### config.mk
export PLATFORM = sky130hd
export DESIGN_NAME = vga_sprite_compositor
export DESIGN_NICKNAME = d
export VERILOG_FILES = /design/src/rtl/vga_sprite_compositor_pkg.sv /design/src/rtl/vga_sprite_compositor_rect_hit.sv /design/src/rtl/vga_sprite_compositor.sv
export SDC_FILE = /design/constraint.sdc
export NUM_CORES = 2
export LEC_CHECK = 0
export CAP_MARGIN = 20
export CORE_MARGIN = 10
export CORE_UTILIZATION = 55
export CTS_BUF_LIST = sky130_fd_sc_hd__clkbuf_4
export CTS_CLUSTER_SIZE = 10
export DETAILED_ROUTE_END_ITERATION = 10
export PLACE_DENSITY_LB_ADDON = 0.12
export SYNTH_ARGS = -nofsm -noshare
export SYNTH_HDL_FRONTEND = slang
export SYNTH_SLANG_ARGS = --single-unit
### constraint.sdc
create_clock -name clk -period 4.39 [get_ports clk]
set_input_delay 1.317 -clock clk [delete_from_list [all_inputs] [get_ports clk]]
set_output_delay 1.317 -clock clk [all_outputs]
set_load 0.005 [all_outputs]
### src/rtl/vga_sprite_compositor_pkg.sv
// Shared types and defaults for the VGA sprite compositor: timing defaults,
// the rectangle table entry and the RGB332 colour field positions.
package vga_pkg;

  localparam int RECT_COORD_W = 10;
  localparam int RECT_COLOR_W = 8;

  localparam int HBP_DEFAULT = 144;
  localparam int HFP_DEFAULT = 784;
  localparam int VBP_DEFAULT = 31;
  localparam int VFP_DEFAULT = 511;

  localparam int RED_MSB   = 7;
  localparam int RED_LSB   = 5;
  localparam int GREEN_MSB = 4;
  localparam int GREEN_LSB = 2;
  localparam int BLUE_MSB  = 1;
  localparam int BLUE_LSB  = 0;

  typedef struct packed {
    logic [RECT_COORD_W-1:0] min_x;
    logic [RECT_COORD_W-1:0] min_y;
    logic [RECT_COORD_W-1:0] max_x;
    logic [RECT_COORD_W-1:0] max_y;
    logic [RECT_COLOR_W-1:0] color;
    logic                    visible;
  } rect_t;

endpackage

### src/rtl/vga_sprite_compositor_rect_hit.sv
// Inclusive-bounds hit test of one rectangle against the current beam position.
// An inverted rectangle (min > max on either axis) can never hit.
module rect_hit
  import vga_pkg::*;
(
  input  rect_t                   rect,
  input  logic [RECT_COORD_W-1:0] hc,
  input  logic [RECT_COORD_W-1:0] vc,
  output logic                    hit
);

  assign hit = rect.visible &&
               (rect.min_x <= hc) && (hc <= rect.max_x) &&
               (rect.min_y <= vc) && (vc <= rect.max_y);

endmodule

### src/rtl/vga_sprite_compositor.sv
// Two-stage priority compositor with a double-buffered rectangle table that is
// published atomically at vertical blank, plus per-frame player collision.
module vga_sprite_compositor
  import vga_pkg::*;
#(
  parameter int NUM_RECTS = 10,
  parameter int COORD_W   = RECT_COORD_W,
  parameter int COLOR_W   = RECT_COLOR_W,
  parameter int HBP       = HBP_DEFAULT,
  parameter int HFP       = HFP_DEFAULT,
  parameter int VBP       = VBP_DEFAULT,
  parameter int VFP       = VFP_DEFAULT,
  parameter logic [COLOR_W-1:0] BG_COLOR = '0,
  localparam int IDX_W    = $clog2(NUM_RECTS)
) (
  input  logic               clk,
  input  logic               rst_n,
  input  logic [COORD_W-1:0] hc,
  input  logic [COORD_W-1:0] vc,
  input  logic               wr_en,
  output logic               wr_ready,
  input  logic [IDX_W-1:0]   wr_idx,
  input  logic [COORD_W-1:0] wr_min_x,
  input  logic [COORD_W-1:0] wr_min_y,
  input  logic [COORD_W-1:0] wr_max_x,
  input  logic [COORD_W-1:0] wr_max_y,
  input  logic [COLOR_W-1:0] wr_color,
  input  logic               wr_visible,
  input  logic               commit,
  output logic               commit_done,
  output logic [COLOR_W-1:0] rgb,
  output logic               pix_active,
  output logic               collision
);

  rect_t shadow_q [NUM_RECTS];
  rect_t shadow_d [NUM_RECTS];
  rect_t disp_q   [NUM_RECTS];
  rect_t disp_d   [NUM_RECTS];

  logic [NUM_RECTS-1:0] hit;
  logic [NUM_RECTS-1:0] hit_q, hit_d;
  logic                 act1_q, act1_d;
  logic                 coll1_q, coll1_d;
  logic [COLOR_W-1:0]   rgb_q, rgb_d;
  logic                 act2_q, act2_d;
  logic                 pending_q, pending_d;
  logic                 sticky_q, sticky_d;
  logic                 collision_q, collision_d;

  logic swap_pt;
  logic do_copy;
  logic active_now;

  for (genvar k = 0; k < NUM_RECTS; k++) begin : g_hit
    rect_hit u_rect_hit (
      .rect (disp_q[k]),
      .hc   (hc),
      .vc   (vc),
      .hit  (hit[k])
    );
  end

  assign swap_pt    = (vc == COORD_W'(VFP)) && (hc == '0);
  assign do_copy    = swap_pt && (pending_q || commit);
  assign active_now = (hc >= COORD_W'(HBP)) && (hc < COORD_W'(HFP)) &&
                      (vc >= COORD_W'(VBP)) && (vc < COORD_W'(VFP));

  // Writes are refused only while the table copy happens, keeping it atomic.
  assign wr_ready    = !do_copy;
  assign commit_done = do_copy;

  always_comb begin
    shadow_d = shadow_q;
    disp_d   = disp_q;
    if (wr_en && wr_ready && (int'(wr_idx) < NUM_RECTS)) begin
      shadow_d[wr_idx] = '{min_x:   wr_min_x,
                           min_y:   wr_min_y,
                           max_x:   wr_max_x,
                           max_y:   wr_max_y,
                           color:   wr_color,
                           visible: wr_visible};
    end
    if (do_copy) begin
      disp_d = shadow_q;
    end
    pending_d = do_copy ? 1'b0 : (pending_q || commit);
  end

  always_comb begin
    hit_d   = hit;
    act1_d  = active_now;
    coll1_d = active_now && hit[0] && (|hit[NUM_RECTS-1:1]);
    act2_d  = act1_q;
    rgb_d   = '0;
    // Walk from the lowest priority up so the lowest hit index is written last.
    if (act1_q) begin
      rgb_d = BG_COLOR;
      for (int k = NUM_RECTS - 1; k >= 0; k--) begin
        if (hit_q[k]) begin
          rgb_d = disp_q[k].color;
        end
      end
    end
  end

  always_comb begin
    sticky_d    = sticky_q || coll1_q;
    collision_d = collision_q;
    if (swap_pt) begin
      collision_d = sticky_q || coll1_q;
      sticky_d    = 1'b0;
    end
  end

  always_ff @(posedge clk or negedge rst_n) begin
    if (!rst_n) begin
      for (int k = 0; k < NUM_RECTS; k++) begin
        shadow_q[k] <= '0;
        disp_q[k]   <= '0;
      end
      hit_q       <= '0;
      act1_q      <= 1'b0;
      coll1_q     <= 1'b0;
      rgb_q       <= '0;
      act2_q      <= 1'b0;
      pending_q   <= 1'b0;
      sticky_q    <= 1'b0;
      collision_q <= 1'b0;
    end else begin
      shadow_q    <= shadow_d;
      disp_q      <= disp_d;
      hit_q       <= hit_d;
      act1_q      <= act1_d;
      coll1_q     <= coll1_d;
      rgb_q       <= rgb_d;
      act2_q      <= act2_d;
      pending_q   <= pending_d;
      sticky_q    <= sticky_d;
      collision_q <= collision_d;
    end
  end

  assign rgb        = rgb_q;
  assign pix_active = act2_q;
  assign collision  = collision_q;

endmodule

# ---- Word level (Yosys, flattened, before mapping)
# Cells that the tools add are included.
dict set report word_totals {
  regBits 1004
  in_bits 77
  out_inout_bits 12
  wordCells 248
}
dict set report classes {
  magnitude_cmp 47
  eq_ne 1
  n_mux 16
  bitwise_logic 1
  reduce_logical 55
}
# op count
set ops {}
lappend ops {{$bwmux 490} 1}
lappend ops {{$le 10x10->1} 40}
lappend ops {{$demux 49 s4} 1}
lappend ops {{$mux 8} 11}
lappend ops {{$logic_and 1x1->1} 50}
lappend ops {{$mux 49} 1}
lappend ops {{$eq 10x9->1 const B} 1}
lappend ops {{$ge 10x5->1 const B} 1}
lappend ops {{$ge 10x8->1 const B} 1}
lappend ops {{$logic_not 10->1} 1}
lappend ops {{$lt 10x10->1 const B} 1}
lappend ops {{$lt 10x9->1 const B} 1}
lappend ops {{$reduce_or 9->1} 1}
lappend ops {{$ge 5x5->1 const B} 1}
lappend ops {{$lt 5x1->1 const B} 1}
lappend ops {{$not 4->5} 1}
lappend ops {{$lt 4x4->1 const B} 1}
lappend ops {{$logic_or 1x1->1} 2}
lappend ops {{$mux 1} 2}
lappend ops {{$logic_not 1->1} 1}

# ---- Logic depth before layout (Yosys ltp)
dict set report depth {
  word_depth 11
  depth_mapped 11
  depth_no_buf 10
}

# ---- By module
# A second synthesis with hierarchy kept.
dict set report hier_totals {
  cells_unflattened 3786
  area_unflattened_um2 48325.1
}
# mod n_inst cells_per_inst area_per_inst_um2 seq_area_each_um2
set by_module_without_submodules {}
lappend by_module_without_submodules {vga_sprite_compositor 1 2326 37965.2 25124.1}
lappend by_module_without_submodules {rect_hit 10 146 1036.0 0.0}

# ---- Least setup slack after synthesis
# OpenSTA, ideal clock, no wires.
dict set report synth_path {
  kind {input -> output}
  startpoint {in vc[8]}
  endpoint {out commit_done}
  arrival_time_ns 3.097
  required_time_ns 3.073
  slack_ns -0.024
  cell_stages 8
  path_cell_list {inv_1 -> or4_4 -> or2_1 -> nor3_1 -> o21ai_1 -> inv_2 -> buf_2 -> buf_2}
}
dict set report synth_via {
  elab_chain_cells 3
}
# element line_no
set synth_rtl {}
lappend synth_rtl {{start, declared} vga_sprite_compositor.sv:19} ;# input logic [COORD_W-1:0] vc,
lappend synth_rtl {{$eq 10x9->1} vga_sprite_compositor.sv:64} ;# assign swap_pt = (vc == COORD_W'(VFP)) && (hc == '0);
lappend synth_rtl {{$logic_and 1x1->1} vga_sprite_compositor.sv:64}
lappend synth_rtl {{$logic_and 1x1->1} vga_sprite_compositor.sv:65} ;# assign do_copy = swap_pt && (pending_q || commit);
lappend synth_rtl {{end, declared} vga_sprite_compositor.sv:30} ;# output logic commit_done,
# No other way between the ends.

# ---- Final worst setup path
dict set report layout_path {
  startpoint {in vc[6]}
  endpoint {out commit_done}
}
# Same word-level chain as after synthesis.

==> flow_metrics.tcl <==
set metrics [dict create \
    nNetsFinal 5260 \
    synthFlopType "dfrtp_1" \
    finalHoldViolations 0 \
    core_um2 84900 \
    dpl.hpwl_um 83600 \
    status "finished, final reports clean" \
    clkLatencyLatePin_ns 1.13 \
    p_int_mw 15.7 \
    rows 107 \
    syn-num-nets 4851 \
    syn_avg_cell_area_um2 10.7 \
    grt_max_degree 186 \
    final_cell_mix "nand2_1 (1109), dfrtp_1 (1004), clkbuf_4 (406), ha_1 (400), mux2_2 (395)" \
    timing_worst_setup_path_type "primary input to output port" \
    crit_arrival_ns 3.02 \
    antenna_found_initial 5 \
    critPathCaptureType "output port" \
    dr.pass1.iters 5 \
    reg2reg_slack_ns 1.32 \
    ys_seq_elements 1004 \
    die_w_um 312 \
    cts_tree "done" \
    fin_cells 6093 \
    slew_viol_final 0 \
    holdWs_ns 0.175 \
    wl_um 126000 \
    grt_pass1_wl_um 198000 \
    clock_tree.htree_level_count 5 \
    dieArea_um2 97400 \
    ctsHoldBuffers 0 \
    clk_pin_slew_ns 0.07 \
    synth_edf_count 0 \
    worst_pin_slew_ns 1.04 \
    combPwrFrac 0.092 \
    peakVddDrop_mv 0.265 \
    seqPwrFrac 0.518 \
    leakagePower_nw 27.8 \
    ys_warn_count 0 \
    r2r_cells 10 \
    finish.instance_area_um2 54300 \
    yosysSeqAreaShare 0.535 \
    start_util 0.553 \
    io_buffers 88 \
    cp_max_fo 3 \
    maxCapViolCount 0 \
    placed_area_um2 50900 \
    drc_errors 0 \
    ys_types 62 \
    setup_tns_ns 0 \
    syn-cell-area_um2 46900 \
    layout.cells.most_common "nand2_1" \
    rsz0062_at_grt "false" \
    period_share 0.988 \
    timing.rr.start "disp_q[465]$_DFFE_PN0P_" \
    layout-drive-gt1-share 0.222 \
    start_kind "primary input" \
    post_drt_wl_per_cell_um 20.7 \
    fmax_mhz 231 \
    gr-total-overflow 0 \
    slew_headroom 0.309 \
    required_ns 3.07 \
    ant_nets 0 \
    syn2layout_area_growth_pct 15.6 \
    gp_congestion 0.877 \
    async_reset_ff_frac 1.00 \
    pwr-share-clk 0.391 \
    drtIter0Drc 2396 \
    via_per_inst 5.56 \
    die_y_um 312 \
    hp-class "primary input to async pin" \
    io_pins 89 \
    cts_sinks 1004 \
    cp-startpoint "vc[6]" \
    p_switching_mw 5.21 \
    layout_min_cycle_time_ns 4.34 \
    dp.cells 5637 \
    final-setup-viol-count 0 \
    cts_buffers 286 \
    swShare 0.249 \
    clock_path_buffers 4 \
    ctsRootBufferMaster "clkbuf_4" \
    power_density_nw_per_um2 385 \
    grt_usage 0.261 \
    num_vias 33800 \
    grt_pass1_vias 34400 \
    finClkSkew_ns 0.0641 \
    synthCells 4374 \
]
==> through the flow <==
| stage | util | setup slack [ns] | power, mW |
|---|---|---|---|
| floorplan | - | 0.0448 | 12.0 |
| global placement | 0.600 | -0.770 | 12.8 |
| detailed placement | 0.600 | -0.742 | 12.9 |
| CTS | 0.639 | 0.00919 | 21.1 |
| global route | 0.639 | 0.00334 | 21.9 |
| finish | 0.639 | 0.0530 | 20.9 |
==> path summary, 6_finish.rpt <==
| kind | endpoint |
|---|---|
| setup reg to reg | coll1_q$_DFF_PN0_ |
| hold reg to reg | disp_q[99]$_DFFE_PN0P_ |
| max in group asynchronous | shadow_q[378]$_DFFE_PN0P_ |
| hold / removal | shadow_q[25]$_DFFE_PN0P_ |
| min in group clk | disp_q[99]$_DFFE_PN0P_ |
| setup / recovery | commit_done |
==> registers in the layout, summed over array words and instances, names as in the netlist, 8 cells and up <==
| name | count |
|---|---|
| disp_q | 490 |
| rgb | 8 |
| shadow_q | 490 |
| hit_q | 10 |
==> power groups by stage <==
stage	Clock, mW	Sequential, mW	Combinational, mW
detailed placement	0	11.0	1.94
finish	8.17	10.8	1.92
global placement	0	10.9	1.87
floorplan	0	10.8	1.17
CTS	8.38	10.8	1.94
global route	8.89	10.9	2.11
==> worst max-delay path: stages <==
cell and delay, ns:
clkbuf_2 0.10, nand2_1 0.05, or4_4 0.54, or2_4 0.29, nor3_4 0.28, o21ai_2 0.13
buf_6 0.15, inv_8 0.04, buf_6 0.11
==> cell families (layout without fill, tap and decap cells) <==
family,Yosys count,count (layout),share of synthesized area
AO/OA/AOI/OAI,559,559,0.0703
adder cells (fa/ha/maj),400,400,0.107
buffers and inverters,481,1052,0.0424
flip-flops,1004,1004,0.535
multiplexers,492,492,0.118
other,0,4,0
AND/OR/NAND/NOR,1438,1438,0.127
==> final cells by class <==
type                       instances  area, um2
antenna                            4       10.0
clock buffer                     406       3050
clock inverter                    44        245
fill                            7046      30600
inverter                         261        987
multi-input combinational       2889      19900
sequential                      1004      25100
tap                             1144       1430
timing repair buffer             341       3470
==> cell usage after synthesis, drive strengths merged, types with 7 or more instances <==
master	n	area [um2]
nor3	49	245
a221oi	12	105
nand3	40	200
buf	144	726
a21oi	100	500
nor2	81	304
a211oi	44	330
nand2	1109	4160
nand4	65	407
nor4	22	153
ha	400	5000
nor2b	31	194
inv	260	976
mux2	490	5520
clkbuf	76	287
and3	7	43.8
o221ai	8	70.1
o21ai	276	1390
dfrtp	1004	25100
a211o	8	70.1
o21a	12	90.1
a31oi	22	138
o211ai	11	82.6
a21o	32	240
nand2b	9	56.3
==> per-layer routing <==
metal / wire (um) / GRT usage / vias up
met4: 3090 / 0.0860 / 2
met5: 11 / 0 / -
met1: 55800 / 0.346 / 16900
li1: - / - / 15800
met2: 58300 / 0.412 / 936
met3: 9180 / 0.0708 / 183
==> what timing repair did <==
| item | CTS | global route |
|---|---|---|
| resized for setup | 22 | 11 |
| endpoints found under the setup margin | 2 | 2 |
| buffers inserted | 1 | 1 |
| pin swaps | 3 | 5 |
(Power assumes the default switching activity.)
